===== config.mk =====
export PLATFORM = sky130hd
export DESIGN_NAME = uart_controller_flat
export DESIGN_NICKNAME = d
export VERILOG_FILES = /design/src/rtl/uart_controller_if.sv /design/src/rtl/uart_controller.sv /design/src/flat_wrapper.sv
export SDC_FILE = /design/constraint.sdc
export NUM_CORES = 1
export LEC_CHECK = 0
export CORE_MARGIN = 10
export CORE_UTILIZATION = 55
export DETAILED_ROUTE_END_ITERATION = 12
export GPL_ROUTABILITY_DRIVEN = 0
export PLACE_DENSITY = 0.76
export REMOVE_ABC_BUFFERS = 1
export SYNTH_ARGS = -nofsm -noshare
export SYNTH_HDL_FRONTEND = slang
export SYNTH_SLANG_ARGS = --single-unit

===== constraint.sdc =====
create_clock -name clk50 -period 2.3 [get_ports clk50]
set_input_delay 0.23 -clock clk50 [delete_from_list [all_inputs] [get_ports clk50]]
set_output_delay 0.23 -clock clk50 [all_outputs]
set_load 0.02 [all_outputs]

===== src/rtl/uart_controller_if.sv =====
// Serial receive line plus the received-byte output of the UART receiver.
// master is the receiver side; slave is the transmitter/consumer side.
interface uart_controller_if;
   logic       Rx;
   logic [7:0] data;
   logic       ready;

   modport master (input Rx, output data, output ready);
   modport slave  (output Rx, input data, input ready);
endinterface


===== src/rtl/uart_controller.sv =====
// 8N1 UART receiver: synchronizes Rx, samples each bit at its centre and
// emits a one-cycle ready pulse with the received byte on data.
module uart_controller #(
   parameter int unsigned CLK_FREQ = 50000000,
   parameter int unsigned BAUD     = 115200
) (
   input  logic              clk50,
   input  logic              nreset,
   uart_controller_if.master bus
);

   localparam int unsigned CLKS_PER_BIT = CLK_FREQ / BAUD;
   localparam int unsigned HALF_BIT     = CLKS_PER_BIT / 2;
   localparam int unsigned CNT_W        = $clog2(CLKS_PER_BIT);

   typedef enum logic [2:0] {IDLE, START, DATA, STOP, WAIT_IDLE} state_t;

   state_t             state;
   state_t             stateNext;
   logic               rxMeta;
   logic               rxs;
   logic [CNT_W-1:0]   cycleCount;
   logic [CNT_W-1:0]   countNext;
   logic [2:0]         bitIndex;
   logic [2:0]         indexNext;
   logic [7:0]         shiftReg;
   logic [7:0]         shiftNext;
   logic [7:0]         dataNext;
   logic               readyNext;
   logic               midStart;
   logic               bitDone;

   assign midStart = (cycleCount == CNT_W'(HALF_BIT - 1));
   assign bitDone  = (cycleCount == CNT_W'(CLKS_PER_BIT - 1));

   // Two-flop synchronizer, reset to the idle (high) line level
   always_ff @(posedge clk50 or negedge nreset) begin
      if (!nreset) begin
         rxMeta <= 1'b1;
         rxs    <= 1'b1;
      end else begin
         rxMeta <= bus.Rx;
         rxs    <= rxMeta;
      end
   end

   // State and datapath registers
   always_ff @(posedge clk50 or negedge nreset) begin
      if (!nreset) begin
         state      <= IDLE;
         cycleCount <= '0;
         bitIndex   <= '0;
         shiftReg   <= '0;
         bus.data   <= '0;
         bus.ready  <= 1'b0;
      end else begin
         state      <= stateNext;
         cycleCount <= countNext;
         bitIndex   <= indexNext;
         shiftReg   <= shiftNext;
         bus.data   <= dataNext;
         bus.ready  <= readyNext;
      end
   end

   // Next-state logic; a framing error parks in WAIT_IDLE until the line is high
   always_comb begin
      stateNext = state;
      unique case (state)
         IDLE:      if (!rxs) stateNext = START;
         START:     if (midStart) stateNext = rxs ? IDLE : DATA;
         DATA:      if (bitDone && (bitIndex == 3'd7)) stateNext = STOP;
         STOP:      if (bitDone) stateNext = rxs ? IDLE : WAIT_IDLE;
         WAIT_IDLE: if (rxs) stateNext = IDLE;
         default:   stateNext = IDLE;
      endcase
   end

   // Datapath and output next values
   always_comb begin
      countNext = cycleCount + CNT_W'(1);
      indexNext = bitIndex;
      shiftNext = shiftReg;
      dataNext  = bus.data;
      readyNext = 1'b0;
      unique case (state)
         IDLE, WAIT_IDLE: countNext = '0;
         START: begin
            if (midStart) begin
               countNext = '0;
               indexNext = '0;
            end
         end
         DATA: begin
            if (bitDone) begin
               countNext           = '0;
               shiftNext[bitIndex] = rxs;
               indexNext           = bitIndex + 3'd1;
            end
         end
         STOP: begin
            if (bitDone) begin
               countNext = '0;
               if (rxs) begin
                  dataNext  = shiftReg;
                  readyNext = 1'b1;
               end
            end
         end
         default: countNext = '0;
      endcase
   end

endmodule


===== src/flat_wrapper.sv =====
// flat-port wrapper written by rule: the top's interface ports become plain ports
module uart_controller_flat 
#(
   parameter int unsigned CLK_FREQ = 50000000,
   parameter int unsigned BAUD     = 115200
)
  (clk50, nreset, bus_Rx, bus_data, bus_ready);
  uart_controller_if bus_i ();
  input  logic clk50;
  input  logic nreset;
  input wire logic [$bits(bus_i.Rx)-1:0] bus_Rx;
  output wire logic [$bits(bus_i.data)-1:0] bus_data;
  output wire logic [$bits(bus_i.ready)-1:0] bus_ready;
  assign bus_i.Rx = bus_Rx;
  assign bus_data = bus_i.data;
  assign bus_ready = bus_i.ready;
  uart_controller #(.CLK_FREQ(CLK_FREQ), .BAUD(BAUD)) u_core (.clk50(clk50), .nreset(nreset), .bus(bus_i));
endmodule

# --- After elaboration in Yosys (flattened, before gate mapping) ---
# Cells that the tools add are included.
word_totals:
  ff_bits: 34
  latchBits: 0
  ramBits: 0
  rom_bits: 0
  out_inout_bits: 9
  elab_cells: 54
  mem_count: 0
op_classes:
  addsub: 2
  multipliers: 0
  div_mod_pow: 0
  n_lt_le_gt_ge: 2
  n_eq_ne: 13
  n_shift: 0
  n_mux: 20
  n_bitwise: 0
  reduce_logical: 9
op_table:
  columns: ["operator", "count"]
  rows:
  - ["two-way mux 3 bit", 8]
  - ["two-way mux 9 bit", 2]
  - ["one-hot mux 9 bit (2 select lines)", 1]
  - ["one-hot mux 3 bit (5 select lines)", 1]
  - ["inequality test 2 x 1 -> 1 bit, second input constant", 5]
  - ["adder 9 x 1 -> 9 bit, second input constant", 1]
  - ["equality test 9 x 8 -> 1 bit, second input constant", 1]
  - ["equality test 9 bit, second input constant", 1]
  - ["bitwise mux 8 bit", 1]
  - ["equality test 3 x 2 -> 1 bit, second input constant", 2]
  - ["equality test 3 bit, second input constant", 2]
  - ["one-hot mux 3 bit (2 select lines)", 1]
  - ["AND reduction 3 bit", 2]
  - ["AND reduction 5 bit", 1]
  - ["< comparator 3 x 4 -> 1 bit, second input constant", 1]
  - ["two-way mux 1 bit", 4]
  - ["adder 3 x 1 -> 3 bit, second input constant", 1]
  - ["demux 1 bit (select 3 bit)", 1]
  - ["equality test 3 x 1 -> 1 bit, second input constant", 1]
  - ["greater-or-equal comparator 3 x 1 -> 1 bit, second input constant", 1]
  - ["logical NOT 3 bit", 1]
  - ["logical AND 1 bit", 2]
  - ["two-way mux 2 bit", 1]
  - ["inequality test 2 bit, second input constant", 1]
  - ["3 further kinds", 3]

# --- Logic depth before layout (Yosys ltp) ---
depth:
  depth_word: 5
  ltp_mapped: 7
  mapped_depth_nobuf: 6

# --- Least setup slack after synthesis ---
# No wires, ideal clock.
synth_path:
  kind: "register to register"
  startpoint: "register u_core.cycleCount[0]"
  endpoint: "register u_core.state[0]"
  setup_time_ns: 0.125
  arrival_time_ns: 1.673
  required_ns: 2.175
  setup_slack_ns: 0.502
  path_stages_with_launch: 7
  n_path_buf: 0
  period_less_slack_ns: 1.798
  cell_sequence: "dfrtp_1 -> inv_1 -> ha_1 -> nor4b_1 -> nand3_1 -> a2bb2oi_2 -> mux2_2"
synth_between:
  elab_chain_len: 4
  elab_cells_between_ends: 7
  cone_classes: "eq/ne (5); reduce/logical (2)"
synth_lines:
  columns: ["element", "line_no", "source"]
  rows:
  - ["start, declared", "uart_controller.sv:22", "logic [CNT_W-1:0] cycleCount;"]
  - ["start signal, assigned", "uart_controller.sv:58", "cycleCount <= countNext;"]
  - ["equality test 9 bit", "uart_controller.sv:34", "assign bitDone = (cycleCount == CNT_W'(CLKS_PER_BIT - 1));"]
  - ["logical AND 1 bit", "uart_controller.sv:72", "DATA: if (bitDone && (bitIndex == 3'd7)) stateNext = STOP;"]
  - ["inequality test 2 x 1 -> 1 bit (no line)", null, null]
  - ["AND reduction 5 bit (no line) (*)", null, null]
  - ["end signal, assigned", "uart_controller.sv:57", "state <= stateNext;"]
  - ["end, declared", "uart_controller.sv:18", "state_t state;"]
# Every way passes the cells marked *; elsewhere a longest branch is shown, timed or not.
# A chain may end at the register's enable or synchronous reset.

# --- Worst setup path in the final report ---
layout_path:
  startpoint: "register u_core.cycleCount[1]"
  endpoint: "register u_core.bus.data[4]"
layout_between:
  elab_chain_len: 2
layout_lines:
  columns: ["element", "line_no", "source"]
  rows:
  - ["equality test 9 bit", "uart_controller.sv:34", null]
  - ["AND reduction 3 bit (no line)", null, null]
  - ["end signal, assigned", "uart_controller.sv:61", "bus.data <= dataNext;"]
  - ["end, declared", "uart_controller_if.sv:8", "modport master (input Rx, output data, output ready);"]
# No other way between the ends.

==> flow_summary.json <==
{
  "min_period_ns": 1.89,
  "wirelength_mm": 2.79,
  "seq_area_frac_synth_pct": 52.4,
  "cp_data_arrival_time_ns": 2.13,
  "n_antenna_cell": 0,
  "die_width_um": 74.4,
  "synth_cells": 133,
  "antenna_found_initial": 0,
  "max_freq_ghz": 0.528,
  "mostFrequentLayoutCell": "dfrtp_1",
  "initial_core_util_pct": 58.1,
  "status": "finished, final reports clean",
  "worst_path_max_delay_cell": "and4_1",
  "final_util_pct": 66.1,
  "design_area_um2": 1850,
  "grt_max_degree": 35,
  "startpoint_type": "flop",
  "io_buffers": 11,
  "viasPerCell": 5.70,
  "post_synth_num_cell_types": 39,
  "num-fill-cells": 218,
  "drt-initial-drc-count": 46,
  "path_cells": "inv_1 > ha_1 > nand4bb_1 > nor2_1 > and4_1 > mux2_2",
  "synth_top_area_cell": "dfrtp_1",
  "grt_usage_pct": 11.6,
  "finalPower_w": 0.00107,
  "ys_seq_elements": 34,
  "hold_buffers": 0,
  "worst-path-max-fanout": 8,
  "clk-insertion-delay-late_ns": 0.34,
  "synth_edf_count": 0,
  "skew_ns": 0.00881,
  "worst_path_largest_cell_delay_ns": 0.48,
  "dieHeight_um": 74.4,
  "power.density_nw_per_um2": 575,
  "grt_pass1_vias": 977,
  "ys.flop_type": "dfrtp_1",
  "drv_slew": 0,
  "firstDrtPassIters": 4,
  "clock_path_buffers": 2,
  "dr_total_vias": 1026,
  "synth_top_area_share_pct": 49.2,
  "hpwl_mm": 1.96,
  "maxCapViolCount": 0,
  "rsz0062_at_grt": "false",
  "tightest_slew_ns": 0.416,
  "clk_pin_slew_worst_paths_ns": 0.10,
  "multi_input_area_um2": 733,
  "drt_drc_violations_left": 0,
  "grt-ovfl-total": 0,
  "cts_buffers": 5,
  "drive_gt1_share_pct": 20.8,
  "clockRootBuffer": "clkbuf_4",
  "final-hold-violation-count": 0,
  "rows": 19,
  "ant_nets": 0,
  "ys_top_cells_by_area": "dfrtp_1 (49%), mux2_2 (10%), ha_1 (3.8%), dfstp_2 (3.2%), nor2_1 (2.8%)",
  "maxSlewHeadroom_pct": 72.2,
  "postCtsSetupRepairBufs": 0,
  "min_period_over_period_pct": 82.3,
  "worstHoldPathType": "in2async",
  "area.growth.synth_to_final_pct": 13.8,
  "setup_viol": 0,
  "placed_area_um2": 1770,
  "coreArea_um2": 2810,
  "postSynthAreaPerCell_um2": 12.2,
  "path_class": "reg2reg",
  "synth_area_um2": 1630,
  "dieArea_um2": 5540,
  "crit_path_end_kind": "flop",
  "cts_tree": "done",
  "cts_resized": 0,
  "nets": 157,
  "fin_hold_ws_ns": 0.282,
  "htreeDepth": 2,
  "required_ns": 2.54,
  "io_pins": 12,
  "wl_per_cell_um": 15.5,
  "async_reset_ff_share_pct": 100,
  "yosys_warnings": 0,
  "grt_pass1_wl_mm": 4.73,
  "p_leak_nw": 0.855,
  "final_cell_mix": "dfrtp_1 (32), mux2_2 (15), nor2_1 (12)",
  "seqCellArea_um2": 853,
  "ir_drop_mv": 0.416,
  "setup_tns_ns": 0,
  "clkSinkCount": 34
}
-- cell families (layout without fill, tap and decap cells) --
logic type      after synthesis  after routing  synth area share (%)
xor+xnor                      7              7                  3.76
fa+ha+maj                     5              5                  3.84
buf+inv                       9             25                  2.61
simple gates                 52             52                  21.0
flops                        34             34                  52.4
compound gates                7              7                  3.46
mux                          19             19                  13.0
-- flip-flops by register name, summed over array words and instances (netlist names) --
signal / flops
u_core.bus.ready: 1
u_core.bitIndex: 3
u_core.rxs: 1
u_core.rxMeta: 1
u_core.bus.data: 8
u_core.state: 3
u_core.cycleCount: 9
u_core.shiftReg: 8
-- area by class of cell --
type	instances	area share, %
Clock buffer	6	2.77
Clock inverter	1	1.62
Inverter	4	0.810
Multi-Input combinational cell	90	39.5
Sequential cell	34	46.0
Tap cell	31	2.09
Timing Repair Buffer	14	7.15
-- synthesized netlist by cell type, types with 2 or more instances --
master	instances
and2_1	2
xor2_1	4
ha_1	5
nand2_1	4
nor2_1	12
clkbuf_1	2
and4_1	2
mux2_1	2
nor2b_1	4
buf_4	2
mux2i_1	2
or4_1	2
mux2_2	15
nor4b_1	3
o21ai_0	2
inv_1	4
dfstp_2	2
nor3_1	2
xnor2_1	3
nand4b_1	3
nand3_1	5
dfrtp_1	32
nand4_1	3
-- worst max-delay path: cells and delay by family (launching register included) --
family                   cells  cell delay, ns
adder cells (fa/ha/maj)      1            0.16
buffers and inverters        1            0.09
flip-flops                   1            0.42
multiplexers                 1            0.38
AND/OR/NAND/NOR              3            0.74
-- metrics by stage --
stage / setup WS (ns) / instances
3_5_place_dp: 0.357 / 173
3_3_place_gp: 0.461 / 173
5_1_grt: 0.228 / 180
6_report: 0.406 / 180
2_1_floorplan: 0.502 / 128
4_1_cts: 0.341 / 180
-- report_power, final --
| part | switching, W | internal [W] | total (W) | leakage [nW] |
|---|---|---|---|---|
| registers | 0.00000336 | 0.000601 | 0.000604 | 0.453 |
| logic | 0.0000117 | 0.00000456 | 0.0000162 | 0.357 |
| clock network | 0.000192 | 0.000253 | 0.000445 | 0.0443 |
| total | 0.000207 | 0.000858 | 0.00107 | 0.855 |
-- path summary, 6_finish.rpt --
path                                                     start                             end  slack [ns]  cells after the start
worst min register to register         u_core.rxMeta$_DFF_PN1_            u_core.rxs$_DFF_PN1_        0.36                      0
worst max register to register  u_core.cycleCount[1]$_DFF_PN0_  u_core.bus.data[4]$_DFFE_PN0P_        0.41                      6
min in group clk50                                      bus_Rx         u_core.rxMeta$_DFF_PN1_        0.29                      1
worst min-delay path                                    nreset  u_core.bitIndex[1]$_DFFE_PN0P_        0.28                      2
worst max-delay path            u_core.cycleCount[1]$_DFF_PN0_  u_core.bus.data[4]$_DFFE_PN0P_        0.41                      6
max in group asynchronous                               nreset         u_core.rxMeta$_DFF_PN1_        1.68                      2
-- metal layers --
| metal | routed length (um) | part of all wire (%) | GRT usage, % | up-vias |
|---|---|---|---|---|
| met5 | 0 | 0 | 0 | - |
| met4 | 70 | 2.5 | 7.56 | 0 |
| met1 | 1290 | 46 | 14.2 | 497 |
| met3 | 182 | 6.5 | 5.59 | 7 |
| li1 | - | - | - | 504 |
| met2 | 1250 | 45 | 15.9 | 18 |
Note: power is estimated with default switching activity, not from simulation.
